**src/rtl/sampitr_quad_if.sv**
```systemverilog
// Bus bundle between the bounding-box stage, the quad sample iterator and the sample-test stage.
// The master side feeds triangles in; the slave side (the iterator) returns the halt and quad samples.
interface sampitr_quad_if #(
  parameter int SIGFIG = 24,
  parameter int VERTS  = 3,
  parameter int AXIS   = 3,
  parameter int COLORS = 3
);
  logic signed [VERTS-1:0][AXIS-1:0][SIGFIG-1:0] tri_R13S;
  logic        [COLORS-1:0][SIGFIG-1:0]          color_R13U;
  logic signed [1:0][1:0][SIGFIG-1:0]            box_R13S;
  logic                                          validTri_R13H;
  logic        [3:0]                             subSample_RnnnnU;
  logic                                          halt_RnnnnL;
  logic signed [VERTS-1:0][AXIS-1:0][SIGFIG-1:0] tri_R14S;
  logic        [COLORS-1:0][SIGFIG-1:0]          color_R14U;
  logic signed [1:0][3:0][SIGFIG-1:0]            sample_R14S;
  logic        [3:0]                             validSamp_R14H;

  modport master (
    output tri_R13S, color_R13U, box_R13S, validTri_R13H, subSample_RnnnnU,
    input  halt_RnnnnL, tri_R14S, color_R14U, sample_R14S, validSamp_R14H
  );

  modport slave (
    input  tri_R13S, color_R13U, box_R13S, validTri_R13H, subSample_RnnnnU,
    output halt_RnnnnL, tri_R14S, color_R14U, sample_R14S, validSamp_R14H
  );
endinterface

```
**src/rtl/sampitr_quad.sv**
```systemverilog
// Quad sample iterator: walks a triangle's box four samples per cycle; EMPTY_BOX_SKIP_EN drops empty boxes.
// Latency: first quad one edge after acceptance, then ceil(W/4)*H cycles per triangle.
// Backpressure: halt_RnnnnL low stalls upstream except while the last quad is on the outputs.
module sampitr_quad #(
  parameter int SIGFIG = 24,
  parameter int RADIX  = 10,
  parameter int VERTS  = 3,
  parameter int AXIS   = 3,
  parameter int COLORS = 3
) (
  input logic           clk,
  input logic           rst,
  sampitr_quad_if.slave bus
);
  typedef enum logic {WAIT, TEST} state_t;
  typedef logic signed [SIGFIG-1:0] coord_t;

  localparam coord_t STEP_1  = coord_t'(1) << RADIX;
  localparam coord_t STEP_4  = coord_t'(1) << (RADIX - 1);
  localparam coord_t STEP_16 = coord_t'(1) << (RADIX - 2);
  localparam coord_t STEP_64 = coord_t'(1) << (RADIX - 3);

  state_t state, state_nxt;
  coord_t step, step4;
  coord_t ll_x, ur_x, ur_y, y;
  coord_t lane_x [4];
  coord_t lane_off [4];
  coord_t nx0, ny;
  coord_t in_ll_x, in_ll_y, in_ur_x, in_ur_y;
  logic   empty, in_empty, last_grp, accept, take;
  logic [VERTS-1:0][AXIS-1:0][SIGFIG-1:0] tri_q;
  logic [COLORS-1:0][SIGFIG-1:0]          color_q;

  always_comb begin
    step = STEP_1;
    if (bus.subSample_RnnnnU[2]) step = STEP_4;
    if (bus.subSample_RnnnnU[1]) step = STEP_16;
    if (bus.subSample_RnnnnU[0]) step = STEP_64;
    step4 = step << 2;
    for (int i = 0; i < 4; i++) lane_off[i] = coord_t'(i) * step;
  end

  always_comb begin
    in_ll_x  = bus.box_R13S[0][0];
    in_ll_y  = bus.box_R13S[0][1];
    in_ur_x  = bus.box_R13S[1][0];
    in_ur_y  = bus.box_R13S[1][1];
    in_empty = (in_ur_x < in_ll_x) || (in_ur_y < in_ll_y);
  end

  // An empty box is held as a single all-invalid quad so it never walks past its bounds.
  assign nx0      = lane_x[0] + step4;
  assign ny       = y + step;
  assign last_grp = empty || ((nx0 > ur_x) && (ny > ur_y));

  assign bus.halt_RnnnnL = (state == WAIT) || last_grp;
  assign accept          = bus.validTri_R13H && bus.halt_RnnnnL;

`ifdef EMPTY_BOX_SKIP_EN
  assign take = accept && !in_empty;
`else
  assign take = accept;
`endif

  always_ff @(posedge clk or negedge rst) begin
    if (!rst) state <= WAIT;
    else      state <= state_nxt;
  end

  always_comb begin
    state_nxt = state;
    if (take)                              state_nxt = TEST;
    else if (state == TEST && last_grp)    state_nxt = WAIT;
  end

  always_ff @(posedge clk or negedge rst) begin
    if (!rst) begin
      tri_q   <= '0;
      color_q <= '0;
      ll_x    <= '0;
      ur_x    <= '0;
      ur_y    <= '0;
      y       <= '0;
      empty   <= 1'b0;
      for (int i = 0; i < 4; i++) lane_x[i] <= '0;
    end else if (take) begin
      tri_q   <= bus.tri_R13S;
      color_q <= bus.color_R13U;
      ll_x    <= in_ll_x;
      ur_x    <= in_ur_x;
      ur_y    <= in_ur_y;
      y       <= in_ll_y;
      empty   <= in_empty;
      for (int i = 0; i < 4; i++) lane_x[i] <= in_ll_x + lane_off[i];
    end else if (state == TEST && !last_grp) begin
      if (nx0 <= ur_x) begin
        for (int i = 0; i < 4; i++) lane_x[i] <= lane_x[i] + step4;
      end else begin
        for (int i = 0; i < 4; i++) lane_x[i] <= ll_x + lane_off[i];
        y <= ny;
      end
    end
  end

  always_comb begin
    for (int i = 0; i < 4; i++) begin
      bus.sample_R14S[0][i]  = lane_x[i];
      bus.sample_R14S[1][i]  = y;
      bus.validSamp_R14H[i]  = (state == TEST) && (lane_x[i] <= ur_x) && (y <= ur_y);
    end
  end

  assign bus.tri_R14S   = tri_q;
  assign bus.color_R14U = color_q;
endmodule

```
**src/flat_wrapper.sv**
```systemverilog
// flat-port wrapper written by rule: the top's interface ports become plain ports
module sampitr_quad_flat 
#(
  parameter int SIGFIG = 24,
  parameter int RADIX  = 10,
  parameter int VERTS  = 3,
  parameter int AXIS   = 3,
  parameter int COLORS = 3
)
  (clk, rst, bus_tri_R13S, bus_color_R13U, bus_box_R13S, bus_validTri_R13H, bus_subSample_RnnnnU, bus_halt_RnnnnL, bus_tri_R14S, bus_color_R14U, bus_sample_R14S, bus_validSamp_R14H);
  sampitr_quad_if #(.SIGFIG(SIGFIG), .VERTS(VERTS), .AXIS(AXIS), .COLORS(COLORS)) bus_i ();
  input logic clk;
  input logic rst;
  input wire logic [$bits(bus_i.tri_R13S)-1:0] bus_tri_R13S;
  input wire logic [$bits(bus_i.color_R13U)-1:0] bus_color_R13U;
  input wire logic [$bits(bus_i.box_R13S)-1:0] bus_box_R13S;
  input wire logic [$bits(bus_i.validTri_R13H)-1:0] bus_validTri_R13H;
  input wire logic [$bits(bus_i.subSample_RnnnnU)-1:0] bus_subSample_RnnnnU;
  output wire logic [$bits(bus_i.halt_RnnnnL)-1:0] bus_halt_RnnnnL;
  output wire logic [$bits(bus_i.tri_R14S)-1:0] bus_tri_R14S;
  output wire logic [$bits(bus_i.color_R14U)-1:0] bus_color_R14U;
  output wire logic [$bits(bus_i.sample_R14S)-1:0] bus_sample_R14S;
  output wire logic [$bits(bus_i.validSamp_R14H)-1:0] bus_validSamp_R14H;
  assign bus_i.tri_R13S = bus_tri_R13S;
  assign bus_i.color_R13U = bus_color_R13U;
  assign bus_i.box_R13S = bus_box_R13S;
  assign bus_i.validTri_R13H = bus_validTri_R13H;
  assign bus_i.subSample_RnnnnU = bus_subSample_RnnnnU;
  assign bus_halt_RnnnnL = bus_i.halt_RnnnnL;
  assign bus_tri_R14S = bus_i.tri_R14S;
  assign bus_color_R14U = bus_i.color_R14U;
  assign bus_sample_R14S = bus_i.sample_R14S;
  assign bus_validSamp_R14H = bus_i.validSamp_R14H;
  sampitr_quad #(.SIGFIG(SIGFIG), .RADIX(RADIX), .VERTS(VERTS), .AXIS(AXIS), .COLORS(COLORS)) u_core (.clk(clk), .rst(rst), .bus(bus_i));
endmodule
```
**config.mk**
```make
export PLATFORM = sky130hd
export DESIGN_NAME = sampitr_quad_flat
export DESIGN_NICKNAME = d
export VERILOG_FILES = /design/src/rtl/sampitr_quad_if.sv /design/src/rtl/sampitr_quad.sv /design/src/flat_wrapper.sv
export SDC_FILE = /design/constraint.sdc
export NUM_CORES = 1
export LEC_CHECK = 0
export BUFFER_PORTS_ARGS = -buffer_cell sky130_fd_sc_hd__clkbuf_2
export CORE_AREA = 2 2 341 343
export DETAILED_ROUTE_END_ITERATION = 12
export DIE_AREA = 0 0 343 345
export GPL_TIMING_DRIVEN = 0
export HOLD_SLACK_MARGIN = 0.12
export PLACE_DENSITY = 0.47
export SYNTH_ARGS = -nofsm -noshare
export SYNTH_HDL_FRONTEND = slang
export SYNTH_SLANG_ARGS = --single-unit
```
**constraint.sdc**
```tcl
create_clock -name clk -period 8.2 [get_ports clk]
set_input_delay 0.82 -clock clk [delete_from_list [all_inputs] [get_ports clk]]
set_output_delay 0.82 -clock clk [all_outputs]
set_load 0.02 [all_outputs]
```
==> impl_metrics.prom <==
# TYPE chip_impl_metric gauge
chip_impl_metric{name="gpl.final_weighted_congestion",unit=""} 0.952
chip_impl_info{name="cp_common_cell",value="buf_2"} 1
chip_impl_metric{name="worstHoldPathCells",unit=""} 2
chip_impl_metric{name="yosysWarningCount",unit=""} 0
chip_impl_info{name="post-synth-top-area-cell",value="dfrtp_1"} 1
chip_impl_metric{name="arrival_time_of_the_worst_setup_path",unit="ns"} 7.06
chip_impl_info{name="timing.critical_path.slowest_stage_cell",value="ha_1"} 1
chip_impl_metric{name="clock_latency",unit="ns"} 0.67
chip_impl_metric{name="post_route_cells_drive_above_1_share",unit="%"} 42.1
chip_impl_metric{name="synth-seq-cells",unit=""} 459
chip_impl_metric{name="timing.final.crit_share",unit="%"} 96.1
chip_impl_metric{name="core_region_area",unit="mm^2"} 0.115
chip_impl_metric{name="max_cap_violations",unit=""} 0
chip_impl_metric{name="timing_worst_slew_pin_value",unit="ns"} 1.44
chip_impl_metric{name="finalHoldWorstSlack",unit="ns"} 0.379
chip_impl_metric{name="number_of_global_route_vias_before_repair",unit=""} 23900
chip_impl_metric{name="final_count_of_pins_violating_max_slew",unit=""} 0
chip_impl_info{name="hp-start",value="bus_color_R13U[48]"} 1
chip_impl_metric{name="mappedNetlistArea",unit="mm^2"} 0.0275
chip_impl_metric{name="instances_no_fill",unit=""} 5057
chip_impl_metric{name="synthesized_area_per_cell",unit="um^2"} 10.9
chip_impl_metric{name="timing.critical_path.fanout_max",unit=""} 11
chip_impl_info{name="min_to",value="u_core.bus.color_R14U[48]"} 1
chip_impl_metric{name="groute.usage.overall",unit="%"} 24.9
chip_impl_metric{name="grt_start_max_net_pins",unit=""} 94
chip_impl_metric{name="async_reset_ff_share",unit="%"} 100
chip_impl_metric{name="num-nets-final",unit=""} 4095
chip_impl_info{name="crit_path_cells",value="clkbuf_2 > nor2_1 > nand2_1 > clkinvlp_4 > ha_1 > nor2b_1 > o21ai_0 > nand2b_1 > nor3b_1 > nand3_1 > xnor2_1 > ha_1 > nand4_2 > nor4_4 > o21ai_1 > and3_1 > buf_2 > a211o_1 > buf_2 > inv_2 > buf_2 > clkbuf_2"} 1
chip_impl_metric{name="proportion_of_netlist_area_held_by_the_largest_area_contributor",unit="%"} 41.8
chip_impl_info{name="end_kind",value="primary output"} 1
chip_impl_info{name="critPathTopFamily",value="simple AND/OR/NAND/NOR gates"} 1
chip_impl_metric{name="placed_cells_incl_taps",unit=""} 4930
chip_impl_metric{name="cts.path.max_buffers",unit=""} 3
chip_impl_metric{name="cts.repair_timing.setup_buffer_count",unit=""} 0
chip_impl_metric{name="worstPathBufferInverterCount",unit=""} 7
chip_impl_info{name="netlist_top_cells_count",value="dfrtp_1, mux2_2, ha_1, nand2_1, o21ai_0"} 1
chip_impl_metric{name="htree_num_levels",unit=""} 2
chip_impl_info{name="rr_endpoint",value="u_core.bus.color_R14U[54]"} 1
chip_impl_metric{name="tns",unit="ns"} 0
chip_impl_metric{name="routed_wl",unit="um"} 151000
chip_impl_metric{name="worst_clock_skew",unit="ns"} 0.0408
chip_impl_metric{name="routed_via_density",unit=""} 4.85
chip_impl_metric{name="port_buffers",unit=""} 867
chip_impl_info{name="root_buffer",value="clkbuf_16"} 1
chip_impl_metric{name="numClockSinks",unit=""} 459
chip_impl_info{name="timing.critical_path.from_type",value="input pin"} 1
chip_impl_metric{name="p_leak",unit="nW"} 17.3
chip_impl_metric{name="start_util",unit="%"} 23.9
chip_impl_metric{name="detail_route.drc_violations",unit=""} 0
chip_impl_metric{name="remaining_global_route_overflow",unit=""} 0
chip_impl_info{name="synth.most_common_cell",value="dfrtp_1"} 1
chip_impl_info{name="unrepaired_setup_endpoints_after_global_routing",value="no"} 1
chip_impl_info{name="worst_r2r_startpoint",value="u_core.bus.sample_R14S[9]"} 1
chip_impl_metric{name="highest_cell_delay_on_the_worst_timing_path",unit="ns"} 0.53
chip_impl_metric{name="reg2reg_slack",unit="ns"} 1.67
chip_impl_metric{name="initial_antenna_violation_count",unit=""} 50
chip_impl_metric{name="area_growth",unit="%"} 30.8
chip_impl_metric{name="period_minus_slack",unit="ns"} 7.88
chip_impl_info{name="kind_of_critical_path",value="in -> out"} 1
chip_impl_metric{name="timing.reg2reg.worst_path_depth",unit=""} 21
chip_impl_metric{name="global_route_wire_length_before_repair",unit="um"} 204000
chip_impl_metric{name="crit_cells",unit=""} 22
chip_impl_info{name="cts_tree",value="yes"} 1
chip_impl_metric{name="number_of_nets_in_the_synthesized_netlist",unit=""} 3162
chip_impl_metric{name="synth_edf_count",unit=""} 0
chip_impl_info{name="synthTopCellsByArea",value="dfrtp_1, mux2_2, ha_1"} 1
chip_impl_metric{name="via_count",unit=""} 24500
chip_impl_metric{name="power.density",unit="mW/mm^2"} 591
chip_impl_metric{name="drt_first_iter_violations",unit=""} 2061
chip_impl_metric{name="total_cts_buffers",unit=""} 57
chip_impl_info{name="status",value="completed"} 1
chip_impl_metric{name="ports_placed_on_the_boundary",unit=""} 876
chip_impl_metric{name="max_clock_freq",unit="GHz"} 0.127
chip_impl_info{name="ys.flop_type",value="dfrtp_1"} 1
chip_impl_metric{name="required",unit="ns"} 7.38
chip_impl_metric{name="setup_viol",unit=""} 0
chip_impl_metric{name="synth_cells",unit=""} 2533
chip_impl_metric{name="synth_sequential_area_ratio",unit="%"} 41.8
chip_impl_info{name="min-delay-path-class",value="in -> reg"} 1
chip_impl_metric{name="detailedRoute.firstPassIterationCount",unit=""} 6
chip_impl_metric{name="dp.final_hpwl",unit="um"} 126000
chip_impl_metric{name="die_area",unit="mm^2"} 0.118
chip_impl_metric{name="netlist-cell-type-count",unit=""} 74
chip_impl_metric{name="routed_wire_length_per_instance",unit="um"} 29.8
chip_impl_metric{name="die_h",unit="um"} 345
chip_impl_metric{name="vdd_ir_drop_max",unit="mV"} 0.292
chip_impl_metric{name="clk_pin_slew_worst_paths",unit="ns"} 0.06
chip_impl_metric{name="relSlewSlack",unit="%"} 2.78
chip_impl_metric{name="number_of_nets_with_antenna_violations_after_routing",unit=""} 0
chip_impl_metric{name="final_hold_viol_count",unit=""} 0
chip_impl_metric{name="rows",unit=""} 125
chip_impl_metric{name="dieWidth",unit="um"} 343
[placed cells by master (no fill, tap or decap), drive strengths merged, types with 30 or more instances in the layout]
cell    netlist  layout
a211oi       52      52
dfrtp       459     459
ha          226     226
nand4        50      50
nor3         38      38
xnor2       114     114
mux2        344     344
nand3        60      60
a21o         55      55
clkbuf       58    1012
xor2         31      31
o211ai       30      30
buf         153     159
nand2       131     131
nor2        120     120
inv         121     122
o21ai       132     132
a21oi       104     104
[worst max-delay path by stage]
stage | to | slack (ns) | start
after detailed placement | bus_halt_RnnnnL | -0.17 | bus_subSample_RnnnnU[0]
after floorplan | bus_halt_RnnnnL | 1.73 | bus_subSample_RnnnnU[1]
after global routing | bus_halt_RnnnnL | 0.07 | bus_subSample_RnnnnU[0]
after CTS | bus_halt_RnnnnL | 0.15 | bus_subSample_RnnnnU[0]
after global placement | u_core.bus.tri_R14S[26] | -5.75 | rst
final | bus_halt_RnnnnL | 0.32 | bus_subSample_RnnnnU[0]
[registers in the layout (all words and copies together) (netlist names)]
register / cells
u_core.ur_y: 24
u_core.bus.color_R14U: 72
u_core.bus.tri_R14S: 216
u_core.state: 1
u_core.y: 24
u_core.empty: 1
u_core.ll_x: 24
u_core.bus.sample_R14S: 73
u_core.ur_x: 24
[area by class of cell]
class,count,area [um^2]
Fill cell,12300,79200
Clock buffer,87,1680
Tap cell,1524,1910
Antenna cell,20,50.0
Buffer,211,1310
Clock inverter,19,290
Timing Repair Buffer,874,4510
Sequential cell,459,11500
Inverter,123,465
Multi-Input combinational cell,1740,14300
[metrics by stage]
| stage | setup WS, ns | area, um^2 | total power, mW | utilization, % |
|---|---|---|---|---|
| after floorplan | 1.73 | 27500 | 13.0 | - |
| after global placement | -5.75 | 33700 | 18.4 | 29.3 |
| after detailed placement | -0.166 | 33900 | 18.5 | 29.5 |
| after CTS | 0.150 | 35900 | 21.3 | 31.2 |
| after global routing | 0.0750 | 35900 | 22.4 | 31.2 |
| final | 0.319 | 36000 | 21.3 | 31.2 |
[power breakdown]
group / switching, mW / total [mW] / internal (mW) / leakage, nW
clock network: 1.12 / 2.72 / 1.60 / 0.954
registers: 1.28 / 4.84 / 3.56 / 5.41
logic: 8.47 / 13.7 / 5.24 / 10.9
total: 10.9 / 21.3 / 10.4 / 17.3
[what timing repair did]
item                                    in CTS  in global routing
endpoints found under the setup margin       1                  1
pin swaps                                    0                  0
hold buffers                                 1                  0
endpoints found under the hold margin        2                  0
resized for setup                            1                  4
[kinds of logic (layout without fill, tap and decap cells)]
logic type / after synthesis / in the layout / share of synthesized area, %
xor gates and xnor gates: 145 / 145 / 4.62
muxes: 371 / 371 / 15.6
and+or+nand+nor: 487 / 487 / 8.60
DFF: 459 / 459 / 41.8
AOI/OAI and AO/OA: 498 / 498 / 11.8
buffers and inverters: 334 / 1314 / 6.43
adders and majority gates: 238 / 238 / 11.2
other: 1 / 21 / 0.0136
[routing by layer]
layer / share of wire (%) / global-route usage [%] / vias up
li1: - / - / 10900
met1: 40 / 30.9 / 12300
met2: 48 / 42.2 / 1094
met3: 9.1 / 7.07 / 190
met4: 2.9 / 6.07 / 30
met5: 0.12 / 0 / -
Power figures use the tool's default switching activity.
